## src/rtl/multicycle_ctrl_pkg.sv

```systemverilog
// Shared encodings for the RV32I multicycle controller: FSM states, opcode/funct3
// fields, ALU operation codes and the instruction-class decode helper.
package riscv_ctrl_pkg;

    typedef enum logic [2:0] {
        ST_IF   = 3'd0,
        ST_ID   = 3'd1,
        ST_EX   = 3'd2,
        ST_MEM  = 3'd3,
        ST_WB   = 3'd4,
        ST_HALT = 3'd5
    } state_e;

    typedef enum logic [2:0] {
        CLS_RTYPE   = 3'd0,
        CLS_IALU    = 3'd1,
        CLS_LOAD    = 3'd2,
        CLS_STORE   = 3'd3,
        CLS_BRANCH  = 3'd4,
        CLS_ILLEGAL = 3'd5
    } iclass_e;

    localparam logic [6:0] OP_RTYPE  = 7'b0110011;
    localparam logic [6:0] OP_IALU   = 7'b0010011;
    localparam logic [6:0] OP_LOAD   = 7'b0000011;
    localparam logic [6:0] OP_STORE  = 7'b0100011;
    localparam logic [6:0] OP_BRANCH = 7'b1100011;

    localparam logic [2:0] F3_ADD  = 3'b000;
    localparam logic [2:0] F3_SLL  = 3'b001;
    localparam logic [2:0] F3_SLT  = 3'b010;
    localparam logic [2:0] F3_SLTU = 3'b011;
    localparam logic [2:0] F3_XOR  = 3'b100;
    localparam logic [2:0] F3_SR   = 3'b101;
    localparam logic [2:0] F3_OR   = 3'b110;
    localparam logic [2:0] F3_AND  = 3'b111;
    localparam logic [2:0] F3_BEQ  = 3'b000;

    localparam logic [3:0] ALU_ADD  = 4'b0010;
    localparam logic [3:0] ALU_SUB  = 4'b0110;
    localparam logic [3:0] ALU_AND  = 4'b0000;
    localparam logic [3:0] ALU_OR   = 4'b0001;
    localparam logic [3:0] ALU_XOR  = 4'b1101;
    localparam logic [3:0] ALU_SLT  = 4'b0111;
    localparam logic [3:0] ALU_SLTU = 4'b1111;
    localparam logic [3:0] ALU_SLL  = 4'b1001;
    localparam logic [3:0] ALU_SRL  = 4'b1000;
    localparam logic [3:0] ALU_SRA  = 4'b1010;

    // Only BEQ is implemented among the branches; other funct3 values are illegal.
    function automatic iclass_e classify(input logic [6:0] opcode, input logic [2:0] funct3);
        iclass_e cls;
        case (opcode)
            OP_RTYPE:  cls = CLS_RTYPE;
            OP_IALU:   cls = CLS_IALU;
            OP_LOAD:   cls = CLS_LOAD;
            OP_STORE:  cls = CLS_STORE;
            OP_BRANCH: cls = (funct3 == F3_BEQ) ? CLS_BRANCH : CLS_ILLEGAL;
            default:   cls = CLS_ILLEGAL;
        endcase
        return cls;
    endfunction

endpackage

```

## src/rtl/multicycle_ctrl_if.sv

```systemverilog
// Controller <-> datapath bundle: instruction/flag inputs to the controller and
// every control strobe it drives back; master = controller, slave = datapath.
interface multicycle_ctrl_if #(
    parameter int RET_W = 32
);
    logic [31:0]      instr;
    logic             Zero;
    logic             mem_ready;
    logic             PCSrc;
    logic             ALUSrc;
    logic             RegWrite;
    logic             MemToReg;
    logic [3:0]       ALUCtrl;
    logic             loadPC;
    logic             MemRead;
    logic             MemWrite;
    logic             instr_done;
    logic [RET_W-1:0] retired;
    logic             halted;

    modport master (
        input  instr, Zero, mem_ready,
        output PCSrc, ALUSrc, RegWrite, MemToReg, ALUCtrl, loadPC,
               MemRead, MemWrite, instr_done, retired, halted
    );

    modport slave (
        output instr, Zero, mem_ready,
        input  PCSrc, ALUSrc, RegWrite, MemToReg, ALUCtrl, loadPC,
               MemRead, MemWrite, instr_done, retired, halted
    );
endinterface

```

## src/rtl/multicycle_ctrl_alu_decoder.sv

```systemverilog
// Combinational ALU operation/operand-select decode from opcode, funct3 and instr[30];
// zero latency, no state.
module alu_decoder
    import riscv_ctrl_pkg::*;
(
    input  logic [6:0] opcode_i,
    input  logic [2:0] funct3_i,
    input  logic       bit30_i,
    output logic [3:0] alu_ctrl_o,
    output logic       alu_src_o
);

    logic [3:0] arith_code;

    // Shared R/I funct3 table; the subtract override applies to R-type only.
    always_comb begin
        arith_code = ALU_ADD;
        case (funct3_i)
            F3_ADD:  arith_code = ALU_ADD;
            F3_SLL:  arith_code = ALU_SLL;
            F3_SLT:  arith_code = ALU_SLT;
            F3_SLTU: arith_code = ALU_SLTU;
            F3_XOR:  arith_code = ALU_XOR;
            F3_SR:   arith_code = bit30_i ? ALU_SRA : ALU_SRL;
            F3_OR:   arith_code = ALU_OR;
            F3_AND:  arith_code = ALU_AND;
            default: arith_code = ALU_ADD;
        endcase
    end

    always_comb begin
        alu_ctrl_o = ALU_ADD;
        alu_src_o  = 1'b0;
        case (classify(opcode_i, funct3_i))
            CLS_RTYPE: begin
                alu_ctrl_o = (funct3_i == F3_ADD && bit30_i) ? ALU_SUB : arith_code;
                alu_src_o  = 1'b0;
            end
            CLS_IALU: begin
                alu_ctrl_o = arith_code;
                alu_src_o  = 1'b1;
            end
            CLS_LOAD, CLS_STORE: begin
                alu_ctrl_o = ALU_ADD;
                alu_src_o  = 1'b1;
            end
            CLS_BRANCH: begin
                alu_ctrl_o = ALU_SUB;
                alu_src_o  = 1'b0;
            end
            default: begin
                alu_ctrl_o = ALU_ADD;
                alu_src_o  = 1'b0;
            end
        endcase
    end

endmodule

```

## src/rtl/multicycle_ctrl.sv

```systemverilog
// RV32I multicycle controller: IF/ID/EX/(MEM)/WB sequencing, MEM stalls on mem_ready.
// ILLEGAL_TRAP_EN: illegal instructions halt (sticky until rst) instead of retiring as NOPs.
module multicycle_ctrl
    import riscv_ctrl_pkg::*;
#(
    parameter int RET_W = 32
) (
    input  logic                  clk,
    input  logic                  rst,
    multicycle_ctrl_if.master     bus
);

    state_e           state_q, state_d;
    logic [RET_W-1:0] retired_q, retired_d;
    iclass_e          cls;
    logic             is_load, is_store, is_branch, writes_rd;
    logic             reg_write, load_pc, mem_read, mem_write, pc_src, done;
    logic             unused_instr_bits;

    assign cls       = classify(bus.instr[6:0], bus.instr[14:12]);
    assign is_load   = (cls == CLS_LOAD);
    assign is_store  = (cls == CLS_STORE);
    assign is_branch = (cls == CLS_BRANCH);
    assign writes_rd = (cls == CLS_RTYPE) || (cls == CLS_IALU) || is_load;
    assign unused_instr_bits = ^{bus.instr[31], bus.instr[29:15], bus.instr[11:7]};

    alu_decoder u_alu_decoder (
        .opcode_i   (bus.instr[6:0]),
        .funct3_i   (bus.instr[14:12]),
        .bit30_i    (bus.instr[30]),
        .alu_ctrl_o (bus.ALUCtrl),
        .alu_src_o  (bus.ALUSrc)
    );

`ifdef ILLEGAL_TRAP_EN
    logic halted_q, halted_d;
`endif

    always_ff @(posedge clk) begin
        if (rst) begin
            state_q   <= ST_IF;
            retired_q <= '0;
`ifdef ILLEGAL_TRAP_EN
            halted_q  <= 1'b0;
`endif
        end else begin
            state_q   <= state_d;
            retired_q <= retired_d;
`ifdef ILLEGAL_TRAP_EN
            halted_q  <= halted_d;
`endif
        end
    end

    always_comb begin
        state_d   = state_q;
        retired_d = retired_q;
        reg_write = 1'b0;
        load_pc   = 1'b0;
        mem_read  = 1'b0;
        mem_write = 1'b0;
        pc_src    = 1'b0;
        done      = 1'b0;
`ifdef ILLEGAL_TRAP_EN
        halted_d  = halted_q;
`endif
        case (state_q)
            ST_IF: state_d = ST_ID;
            ST_ID: state_d = ST_EX;
            ST_EX: begin
                if (is_load || is_store) begin
                    state_d = ST_MEM;
`ifdef ILLEGAL_TRAP_EN
                end else if (cls == CLS_ILLEGAL) begin
                    state_d  = ST_HALT;
                    halted_d = 1'b1;
`endif
                end else begin
                    state_d = ST_WB;
                end
            end
            ST_MEM: begin
                mem_read  = is_load;
                mem_write = is_store;
                if (bus.mem_ready) begin
                    state_d = ST_WB;
                end
            end
            ST_WB: begin
                // Illegal instructions reach here only as NOPs: PC advances, no write.
                reg_write = writes_rd;
                load_pc   = 1'b1;
                mem_read  = is_load;
                pc_src    = is_branch && bus.Zero;
                done      = 1'b1;
                retired_d = retired_q + RET_W'(1);
                state_d   = ST_IF;
            end
`ifdef ILLEGAL_TRAP_EN
            ST_HALT: state_d = ST_HALT;
`endif
            default: state_d = ST_IF;
        endcase
    end

    // Reset gates every enable in the same cycle so an aborted instruction has no effect.
    assign bus.RegWrite   = reg_write & ~rst;
    assign bus.loadPC     = load_pc   & ~rst;
    assign bus.MemRead    = mem_read  & ~rst;
    assign bus.MemWrite   = mem_write & ~rst;
    assign bus.PCSrc      = pc_src    & ~rst;
    assign bus.instr_done = done      & ~rst;
    assign bus.MemToReg   = is_load;
    assign bus.retired    = retired_q;

`ifdef ILLEGAL_TRAP_EN
    assign bus.halted = halted_q;
`else
    assign bus.halted = 1'b0;
`endif

endmodule

```

## src/flat_wrapper.sv

```systemverilog
// flat-port wrapper written by rule: the top's interface ports become plain ports
module multicycle_ctrl_flat import riscv_ctrl_pkg::*;
#(
    parameter int RET_W = 32
)
  (clk, rst, bus_instr, bus_Zero, bus_mem_ready, bus_PCSrc, bus_ALUSrc, bus_RegWrite, bus_MemToReg, bus_ALUCtrl, bus_loadPC, bus_MemRead, bus_MemWrite, bus_instr_done, bus_retired, bus_halted);
  multicycle_ctrl_if #(.RET_W(RET_W)) bus_i ();
  input  logic clk;
  input  logic rst;
  input wire logic [$bits(bus_i.instr)-1:0] bus_instr;
  input wire logic [$bits(bus_i.Zero)-1:0] bus_Zero;
  input wire logic [$bits(bus_i.mem_ready)-1:0] bus_mem_ready;
  output wire logic [$bits(bus_i.PCSrc)-1:0] bus_PCSrc;
  output wire logic [$bits(bus_i.ALUSrc)-1:0] bus_ALUSrc;
  output wire logic [$bits(bus_i.RegWrite)-1:0] bus_RegWrite;
  output wire logic [$bits(bus_i.MemToReg)-1:0] bus_MemToReg;
  output wire logic [$bits(bus_i.ALUCtrl)-1:0] bus_ALUCtrl;
  output wire logic [$bits(bus_i.loadPC)-1:0] bus_loadPC;
  output wire logic [$bits(bus_i.MemRead)-1:0] bus_MemRead;
  output wire logic [$bits(bus_i.MemWrite)-1:0] bus_MemWrite;
  output wire logic [$bits(bus_i.instr_done)-1:0] bus_instr_done;
  output wire logic [$bits(bus_i.retired)-1:0] bus_retired;
  output wire logic [$bits(bus_i.halted)-1:0] bus_halted;
  assign bus_i.instr = bus_instr;
  assign bus_i.Zero = bus_Zero;
  assign bus_i.mem_ready = bus_mem_ready;
  assign bus_PCSrc = bus_i.PCSrc;
  assign bus_ALUSrc = bus_i.ALUSrc;
  assign bus_RegWrite = bus_i.RegWrite;
  assign bus_MemToReg = bus_i.MemToReg;
  assign bus_ALUCtrl = bus_i.ALUCtrl;
  assign bus_loadPC = bus_i.loadPC;
  assign bus_MemRead = bus_i.MemRead;
  assign bus_MemWrite = bus_i.MemWrite;
  assign bus_instr_done = bus_i.instr_done;
  assign bus_retired = bus_i.retired;
  assign bus_halted = bus_i.halted;
  multicycle_ctrl #(.RET_W(RET_W)) u_core (.clk(clk), .rst(rst), .bus(bus_i));
endmodule
```

## config.mk

```make
export PLATFORM = sky130hd
export DESIGN_NAME = multicycle_ctrl_flat
export DESIGN_NICKNAME = d
export VERILOG_FILES = /design/src/rtl/multicycle_ctrl_pkg.sv /design/src/rtl/multicycle_ctrl_if.sv /design/src/rtl/multicycle_ctrl_alu_decoder.sv /design/src/rtl/multicycle_ctrl.sv /design/src/flat_wrapper.sv
export SDC_FILE = /design/constraint.sdc
export NUM_CORES = 1
export LEC_CHECK = 0
export ABC_AREA = 1
export BUFFER_PORTS_ARGS = -buffer_cell sky130_fd_sc_hd__buf_2
export CORE_ASPECT_RATIO = 1.25
export CORE_UTILIZATION = 35
export DETAILED_ROUTE_END_ITERATION = 8
export PLACE_DENSITY = 0.6
export SYNTH_ARGS = -nofsm -noshare
export SYNTH_HDL_FRONTEND = slang
export SYNTH_SLANG_ARGS = --single-unit
```

## constraint.sdc

```tcl
create_clock -name clk -period 1.5 [get_ports clk]
set_input_delay 0.075 -clock clk [delete_from_list [all_inputs] [get_ports clk]]
set_output_delay 0.075 -clock clk [all_outputs]
set_load 0.005 [all_outputs]
```

After elaboration in Yosys (flattened, before gate mapping)
Cells that the tools add are included.

word-level totals
  output and inout bits = 45
  memory bits (read-only) = 0
  register bits after elaboration = 35
  RAM bits = 0
  input bits = 36
  memories = 0
  latch bits = 0
  logic and storage cells = 55

operators by class
  reductions and logical operators = 10
  divide/modulo/power cells = 0
  $lt $le $gt $ge = 0
  bitwise logic cells = 6
  shift-type cells = 0
  equal/unequal tests = 21
  multiplexer cells = 15
  add/subtract/negate cells = 1
  multipliers = 0

operators by type and width
  operator                                                               count
  32-bit by 1-bit adder with 32-bit output, second input constant        1
  4-bit case mux with 8 select lines                                     1
  3-bit by 2-bit equality test with 1-bit output, second input constant  6
  3-bit equality test, second input constant                             6
  3-bit case mux with 5 select lines                                     1
  7-bit by 6-bit equality test with 1-bit output, second input constant  2
  3-bit case mux with 4 select lines                                     1
  4-bit case mux with 3 select lines                                     1
  3-bit by 1-bit equality test with 1-bit output, second input constant  3
  3-bit zero test                                                        3
  7-bit by 2-bit equality test with 1-bit output, second input constant  1
  7-bit by 5-bit equality test with 1-bit output, second input constant  1
  7-bit equality test, second input constant                             1
  1-bit two-way mux                                                      7
  3-bit two-way mux                                                      2
  1-bit bitwise AND                                                      5
  4-bit two-way mux                                                      1
  1-bit logical OR                                                       3
  3-bit OR reduction                                                     1
  1-bit logical AND                                                      2
  2-bit two-way mux                                                      1
  2-bit != test, second input constant                                   1
  2-bit OR reduction                                                     1
  1-bit NOT                                                              1

Longest topological paths before layout
Gate-level depths: netlist of run 1.

  depth after elaboration = 8
  gate-level depth with buffers = 10
  mapped depth without buffers = 9

By module
Synthesis of run 1 repeated with hierarchy kept, for this count alone.

second synthesis, totals
  cell total of the unflattened synthesis = 356
  area total of the unflattened synthesis = 2219.6 µm²

by module, submodules not included
  module           sequential area each (µm²)  times used  cells each  area an instance (µm²)
  multicycle_ctrl  700.7                       1           313         2018.2
  alu_decoder      0.0                         1           43          201.4

Worst setup path after synthesis of run 1
OpenSTA, ideal clock, no wires.

  path type = reg-to-reg
  start point = register u_core.retired_q[0], in the netlist u_core.bus.retired[0]
  end point = register u_core.retired_q[26], in the netlist u_core.bus.retired[26]
  clock period less this slack = 1.440 ns
  library setup time = 0.115 ns
  buffers on the path = 0
  stages on the path, launching flop included = 9
  setup slack = 0.060 ns
  arrival time = 1.325 ns
  data required time = 1.385 ns
  path through = dfxtp_1 > ha_1 > nand3_1 > nor2_4 > nand3_1 > nor2_1 > nand3_1 > nand2_1 > nor2_1

on the way
  word-level cells in the longest chain between the ends = 1

ends and longest elaborated chain
  element                                   line                   RTL
  from (decl)                               multicycle_ctrl.sv:14  logic [RET_W-1:0] retired_q, retired_d;
  from (signal assigned)                    multicycle_ctrl.sv:48  retired_q <= retired_d;
  32-bit by 1-bit adder with 32-bit output  multicycle_ctrl.sv:96  retired_d = retired_q + RET_W'(1);

No other way between the ends.
A chain may end at the register's enable or synchronous reset.

Worst setup path after layout of run 1
  start point = register u_core.state_q[1]
  end point = output port bus_PCSrc

on the way
  word-level cells in the longest chain between the ends = 3

ends and longest elaborated chain
  element                 line                    RTL
  from (decl)             multicycle_ctrl.sv:13   state_e state_q, state_d;
  from (signal assigned)  multicycle_ctrl.sv:47   state_q <= state_d;
  3-bit equality test     multicycle_ctrl.sv:67   case (state_q)
  1-bit two-way mux       multicycle_ctrl.sv:67
  1-bit bitwise AND       multicycle_ctrl.sv:111  assign bus.PCSrc = pc_src & ~rst;
  to (decl)               flat_wrapper.sv:13      output wire logic [$bits(bus_i.PCSrc)-1:0] bus_PCSrc;

No other way between the ends.

==> impl_metrics.py, run 1 <==
metrics = {
    "timing": {
        "min_period_ps": 1440,
        "clock_skew_ps": 11.0,
        "finalSetupViolations": 0,
        "slew_viol_final": 0,
        "hold_viol": 0,
        "post-route-period-util": 0.958,
        "clock.fmax_mhz": 696,
        "grt_setup_unrepaired": "yes",
    },
    "finish": {
        "syn_to_final_growth_pct": 37.2,
        "final_common_cell": "nand2_1",
        "layout.cells.most_common_list": "nand2_1, buf_2, inv_1",
        "final.fill_count": 608,
        "antenna_cells": 0,
        "layout-drive-gt1-share": 0.309,
        "fin_nets": 473,
        "final_cells": 503,
        "stdcell_area_mm2": 0.00289,
    },
    "clock_tree": {
        "htree_levels": 2,
        "numClockSinks": 35,
        "clk_pin_slew_ps": 70,
        "cts_tree": "built",
        "cts_root_buffer": "clkbuf_8",
        "insertion_delay_ps": 290,
        "clockBufferDepth": 2,
        "cts_made_buffers": 5,
    },
    "drt": {
        "routedWlPerCell_um": 10.7,
        "drc": 2,
        "vias": 2375,
        "drt-total-wl_um": 5360,
        "ant_nets": 0,
        "drt_pass1_iterations": 6,
        "via_per_inst": 4.72,
        "drt_iter0_markers": 67,
    },
    "die": {
        "num_rows": 31,
        "fp.dieArea_mm2": 0.00634,
        "io_pins": 81,
        "die_w_um": 71.4,
        "start_util": 0.362,
        "core_area_mm2": 0.00582,
        "die_h_um": 88.7,
    },
    "grt": {
        "track_usage": 0.173,
        "grt_start_max_net_pins": 18,
        "grt_overflow": 0,
        "grt_pass1_wl_um": 8670,
        "antenna_found_initial": 0,
        "grt_pass1_vias": 1996,
    },
    "logic_synthesis": {
        "synth-seq-cells": 35,
        "ys_seq_area_frac": 0.333,
        "avgSynthCellArea_um2": 6.05,
        "synthTopCellsByArea": "dfxtp_1, nand2_1, nor2_1",
        "synth_area_mm2": 0.00211,
        "syn-instance-count": 348,
        "synth_top_cell_by_area": "dfxtp_1",
        "synth.net_count": 385,
        "ys_warn_count": 0,
        "yosysUniqueCellTypes": 31,
        "synth.top_cell.area_share": 0.333,
    },
    "hold_path": {
        "hold_class": "input port to flip-flop",
    },
    "pwr": {
        "switching_share": 0.257,
        "leakage_nw": 1.40,
        "p_per_area_mw_per_mm2": 623,
        "p_switching_mw": 0.464,
        "power.share.sequential": 0.530,
        "p_comb_frac": 0.093,
        "power.internal_mw": 1.34,
        "clkPwrFrac": 0.377,
        "irDropWorstVdd_mv": 0.313,
    },
    "placement": {
        "place_area_mm2": 0.00264,
        "hpwl_um": 4160,
        "place_inst": 490,
        "port_buffers": 58,
        "gp_congestion": 0.789,
    },
    "worst_setup_path": {
        "cp.required_ps": 1420,
        "worstPathMaxFanout": 5,
        "start_kind": "flip-flop",
        "critPathArrivalTime_ps": 1360,
        "crit_type": "flip-flop to output pin",
        "end_kind": "output pin",
    },
    "run_status": {
        "failed_checks": "design-rule violations",
        "status": "complete, but fails checks",
    },
    "run": {
        "maxCapViolCount": 0,
    },
}
[registers in the layout (all words and copies together), names as in the netlist]
register / cells
u_core.state_q: 3
u_core.bus.retired: 32
[layer usage]
layer	vias up	wire length, um	GRT usage
met1	1061	2440	0.212
met2	35	2710	0.313
met5	-	0	0
met4	0	63	0.0491
li1	1275	-	-
met3	4	145	0.0273
[timing repair]
| action | CTS | global route |
|---|---|---|
| resized for setup | 4 | 39 |
| buffers inserted | 1 | 4 |
| pin swaps | 0 | 12 |
| hold buffers | 0 | 0 |
| setup endpoints to repair | 6 | 23 |
[area by class of cell]
| class | count | area [um2] | area share |
|---|---|---|---|
| clock inverter | 2 | 12.5 | 0.00433 |
| inverter | 57 | 214 | 0.0740 |
| clock buffer | 6 | 72.6 | 0.0251 |
| sequential | 35 | 711 | 0.246 |
| tap | 66 | 82.6 | 0.0286 |
| multi-input combinational | 250 | 1270 | 0.441 |
| timing repair buffer | 87 | 524 | 0.181 |
[path summary, 6_finish.rpt]
| check | from | endpoint | slack (ps) | cells past startpoint |
|---|---|---|---|---|
| worst min-delay path | bus_mem_ready | u_core.state_q[2] | 130 | 3 |
| worst min register to register | u_core.bus.retired[2] | u_core.bus.retired[2] | 490 | 1 |
| worst max-delay path | u_core.state_q[1] | bus_PCSrc | 60 | 7 |
| worst max register to register | u_core.state_q[1] | u_core.bus.retired[10] | 120 | 8 |
[power groups by stage]
| stage | clock [mW] | sequential [mW] | combinational [mW] |
|---|---|---|---|
| detailed placement | 0 | 0.970 | 0.152 |
| global route | 0.742 | 0.955 | 0.191 |
| finish | 0.679 | 0.954 | 0.168 |
| floorplan | 0 | 0.970 | 0.0923 |
| global placement | 0 | 0.970 | 0.149 |
| CTS | 0.700 | 0.949 | 0.157 |
[kinds of logic after synthesis]
logic type	share of synthesized area
flops	0.333
simple gates	0.439
compound gates	0.0891
xor+xnor	0.0125
buf+inv	0.119
other cells	0.00178
fa+ha+maj	0.00594
[metrics by stage]
stage	hold WS (ps)	TNS (ps)	util	setup WS, ps	power (mW)
after global routing	153	-98.9	0.497	-29.9	1.89
final	127	0	0.497	62.8	1.80
after CTS	131	0	0.471	0.784	1.81
after floorplan	197	0	-	60.4	1.06
after global placement	417	0	0.453	6.37	1.12
after detailed placement	424	-8.21	0.453	-8.21	1.12
[synth_stat cells]
master / count
nand2_1: 78
nor2_1: 63
inv_1: 56
dfxtp_1: 35
nand3_1: 33
a21oi_1: 14
nor3_1: 13
o21ai_0: 13
nand4_1: 10
nor2_2: 5
o21a_1: 4
buf_4: 2
clkbuf_1: 2
nor2_4: 2
xnor2_1: 2
a211oi_1: 1
a21o_1: 1
and3_1: 1
buf_1: 1
buf_6: 1
conb_1: 1
ha_1: 1
inv_2: 1
nand2_2: 1
nand3_2: 1
nor3b_1: 1
nor4_1: 1
o211ai_1: 1
or2_0: 1
or2_2: 1
xor2_1: 1
[critical path, stage by stage, from the launching register on]
cell,delay (ps)
dfxtp_4,360
nor2_4,110
nand2_2,60
buf_4,160
nor2_4,130
nand2_1,60
nor2_1,90
buf_2,110
No activity file was read; power rests on OpenSTA's default activity.
==> inputs of run 2 (changes only) <==
clock period = 1.16 ns   (was 1.5 ns; I/O delays follow)
==> impl_metrics.py, run 2 (same netlist as run 1, synthesis figures left out) <==
metrics = {
    "worst_setup_path": {
        "r2r_end": "u_core.bus.retired[27]",
        "start_kind": "flip-flop",
        "end_kind": "flip-flop",
        "critPathArrivalTime_ps": 1640,
        "worstPathMaxFanout": 6,
        "endpoint": "u_core.bus.retired[27]",
        "rr_worst_depth": 9,
        "cp-startpoint": "u_core.state_q[1]",
        "r2r-start": "u_core.state_q[1]",
        "cp.required_ps": 1360,
        "crit_type": "flip-flop to flip-flop",
        "regToRegSetupSlack_ps": -280,
    },
    "pwr": {
        "power.internal_mw": 1.85,
        "clkPwrFrac": 0.378,
        "switching_share": 0.265,
        "irDropWorstVdd_mv": 0.534,
        "p_per_area_mw_per_mm2": 676,
        "leakage_nw": 1.81,
        "power.share.sequential": 0.491,
        "p_comb_frac": 0.131,
        "p_switching_mw": 0.667,
    },
    "timing": {
        "setup_slack_ps": -276,
        "clock.fmax_mhz": 696,
        "hold_viol": 0,
        "clock_skew_ps": 9.46,
        "setup_tns_ps": -7450,
        "slew_viol_final": 0,
        "grt_setup_unrepaired": "yes",
        "min_period_ps": 1440,
        "whs_ps": 98.1,
        "post-route-period-util": 1.24,
        "finalSetupViolations": 36,
    },
    "clock_tree": {
        "cts_root_buffer": "clkbuf_8",
        "cts_tree": "built",
        "htree_levels": 2,
        "clockBufferDepth": 2,
        "cts_hold_buffers": 0,
        "insertion_delay_ps": 300,
        "clk_pin_slew_ps": 80,
        "cts_made_buffers": 5,
        "numClockSinks": 35,
    },
    "drt": {
        "drt_pass1_iterations": 6,
        "ant_nets": 0,
        "routedWlPerCell_um": 12.6,
        "drc": 4,
        "drt-total-wl_um": 7040,
        "drt_iter0_markers": 82,
        "vias": 2720,
        "via_per_inst": 4.85,
    },
    "die": {
        "core_area_mm2": 0.00582,
        "die_w_um": 71.4,
        "fp.dieArea_mm2": 0.00634,
        "die_h_um": 88.7,
        "start_util": 0.362,
        "io_pins": 81,
        "num_rows": 31,
    },
    "finish": {
        "final.fill_count": 505,
        "layout.cells.most_common_list": "nand2_1, buf_4, buf_2",
        "fin_nets": 531,
        "layout-drive-gt1-share": 0.497,
        "syn_to_final_growth_pct": 76.9,
        "stdcell_area_mm2": 0.00373,
        "antenna_cells": 0,
        "largest_reg_flops": 32,
    },
    "placement": {
        "place_area_mm2": 0.00313,
        "hpwl_um": 4900,
        "gp_congestion": 0.838,
        "port_buffers": 58,
    },
    "grt": {
        "grt_pass1_vias": 2593,
        "grt_pass1_wl_um": 11300,
        "track_usage": 0.227,
        "antenna_found_initial": 0,
        "grt_start_max_net_pins": 26,
        "grt_overflow": 0,
    },
    "run_status": {
        "status": "complete, but fails checks",
        "failed_checks": "design-rule violations, negative setup slack",
    },
    "hold_path": {
        "hold_class": "input port to flip-flop",
    },
    "run": {
        "maxCapViolCount": 0,
    },
}
## run 2: cell types whose count changed in the layout (fill, tap and decap cells not counted), sizes merged
cell and change:
nor2 +1, buf +57, clkbuf +1, clkinvlp -1
## run 2: what timing repair did
action,CTS,global route
setup buffers,9,9
resized for setup,65,46
endpoints found under the setup margin,36,43
gates cloned,1,0
pin swaps,22,40
## run 2: critical path, cell delays in order, from the launching register on
cell and delay, ps:
dfxtp_4 360, inv_4 60, buf_6 90, nand2_4 40
nor2_4 170, nand3_4 150, nor2_4 230, nand4_1 120
nand2_1 80, nor2_1 40
## run 2: worst min path at each step
stage,cells after the start,slack (ps),to,startpoint
finish,3,100,u_core.state_q[2],bus_mem_ready
global route,2,110,u_core.bus.retired[0],rst
CTS,2,90,u_core.bus.retired[0],rst
detailed placement,2,350,u_core.bus.retired[0],rst
global placement,2,350,u_core.bus.retired[0],rst
floorplan,1,160,bus_MemToReg,bus_instr[6]
## run 2: layer usage
metal	GRT usage	vias up	wire [um]
li1	-	1392	-
met1	0.239	1251	2790
met2	0.437	62	3860
met3	0.0342	15	218
met4	0.116	0	168
met5	0	-	0
## run 2: metrics by stage
step | total power, mW | worst slack, ps | instances | util
6_report | 2.52 | -276 | 561 | 0.641
5_1_grt | 2.63 | -381 | 561 | 0.641
4_1_cts | 2.48 | -272 | 558 | 0.607
3_5_place_dp | 1.49 | -272 | 540 | 0.538
3_3_place_gp | 1.49 | -323 | 540 | 0.538
2_1_floorplan | 1.39 | -80.9 | 348 | -
## run 2: area by class of cell
type / count / area, um2 / share of cell area
clock inverters: 1 / 5.00 / 0.00134
well taps: 66 / 82.6 / 0.0222
repair buffers: 144 / 1040 / 0.278
clock buffers: 7 / 86.3 / 0.0232
inverters: 57 / 216 / 0.0581
flip-flops and latches: 35 / 727 / 0.195
multi-input cells: 251 / 1570 / 0.422
## run 2: power by group through the flow
| stage | clock [mW] | sequential [mW] | combinational (mW) |
|---|---|---|---|
| after floorplan | 0 | 1.26 | 0.129 |
| after global placement | 0 | 1.26 | 0.229 |
| after detailed placement | 0 | 1.26 | 0.233 |
| after CTS | 0.956 | 1.23 | 0.289 |
| after global routing | 1.02 | 1.24 | 0.368 |
| final | 0.951 | 1.24 | 0.331 |
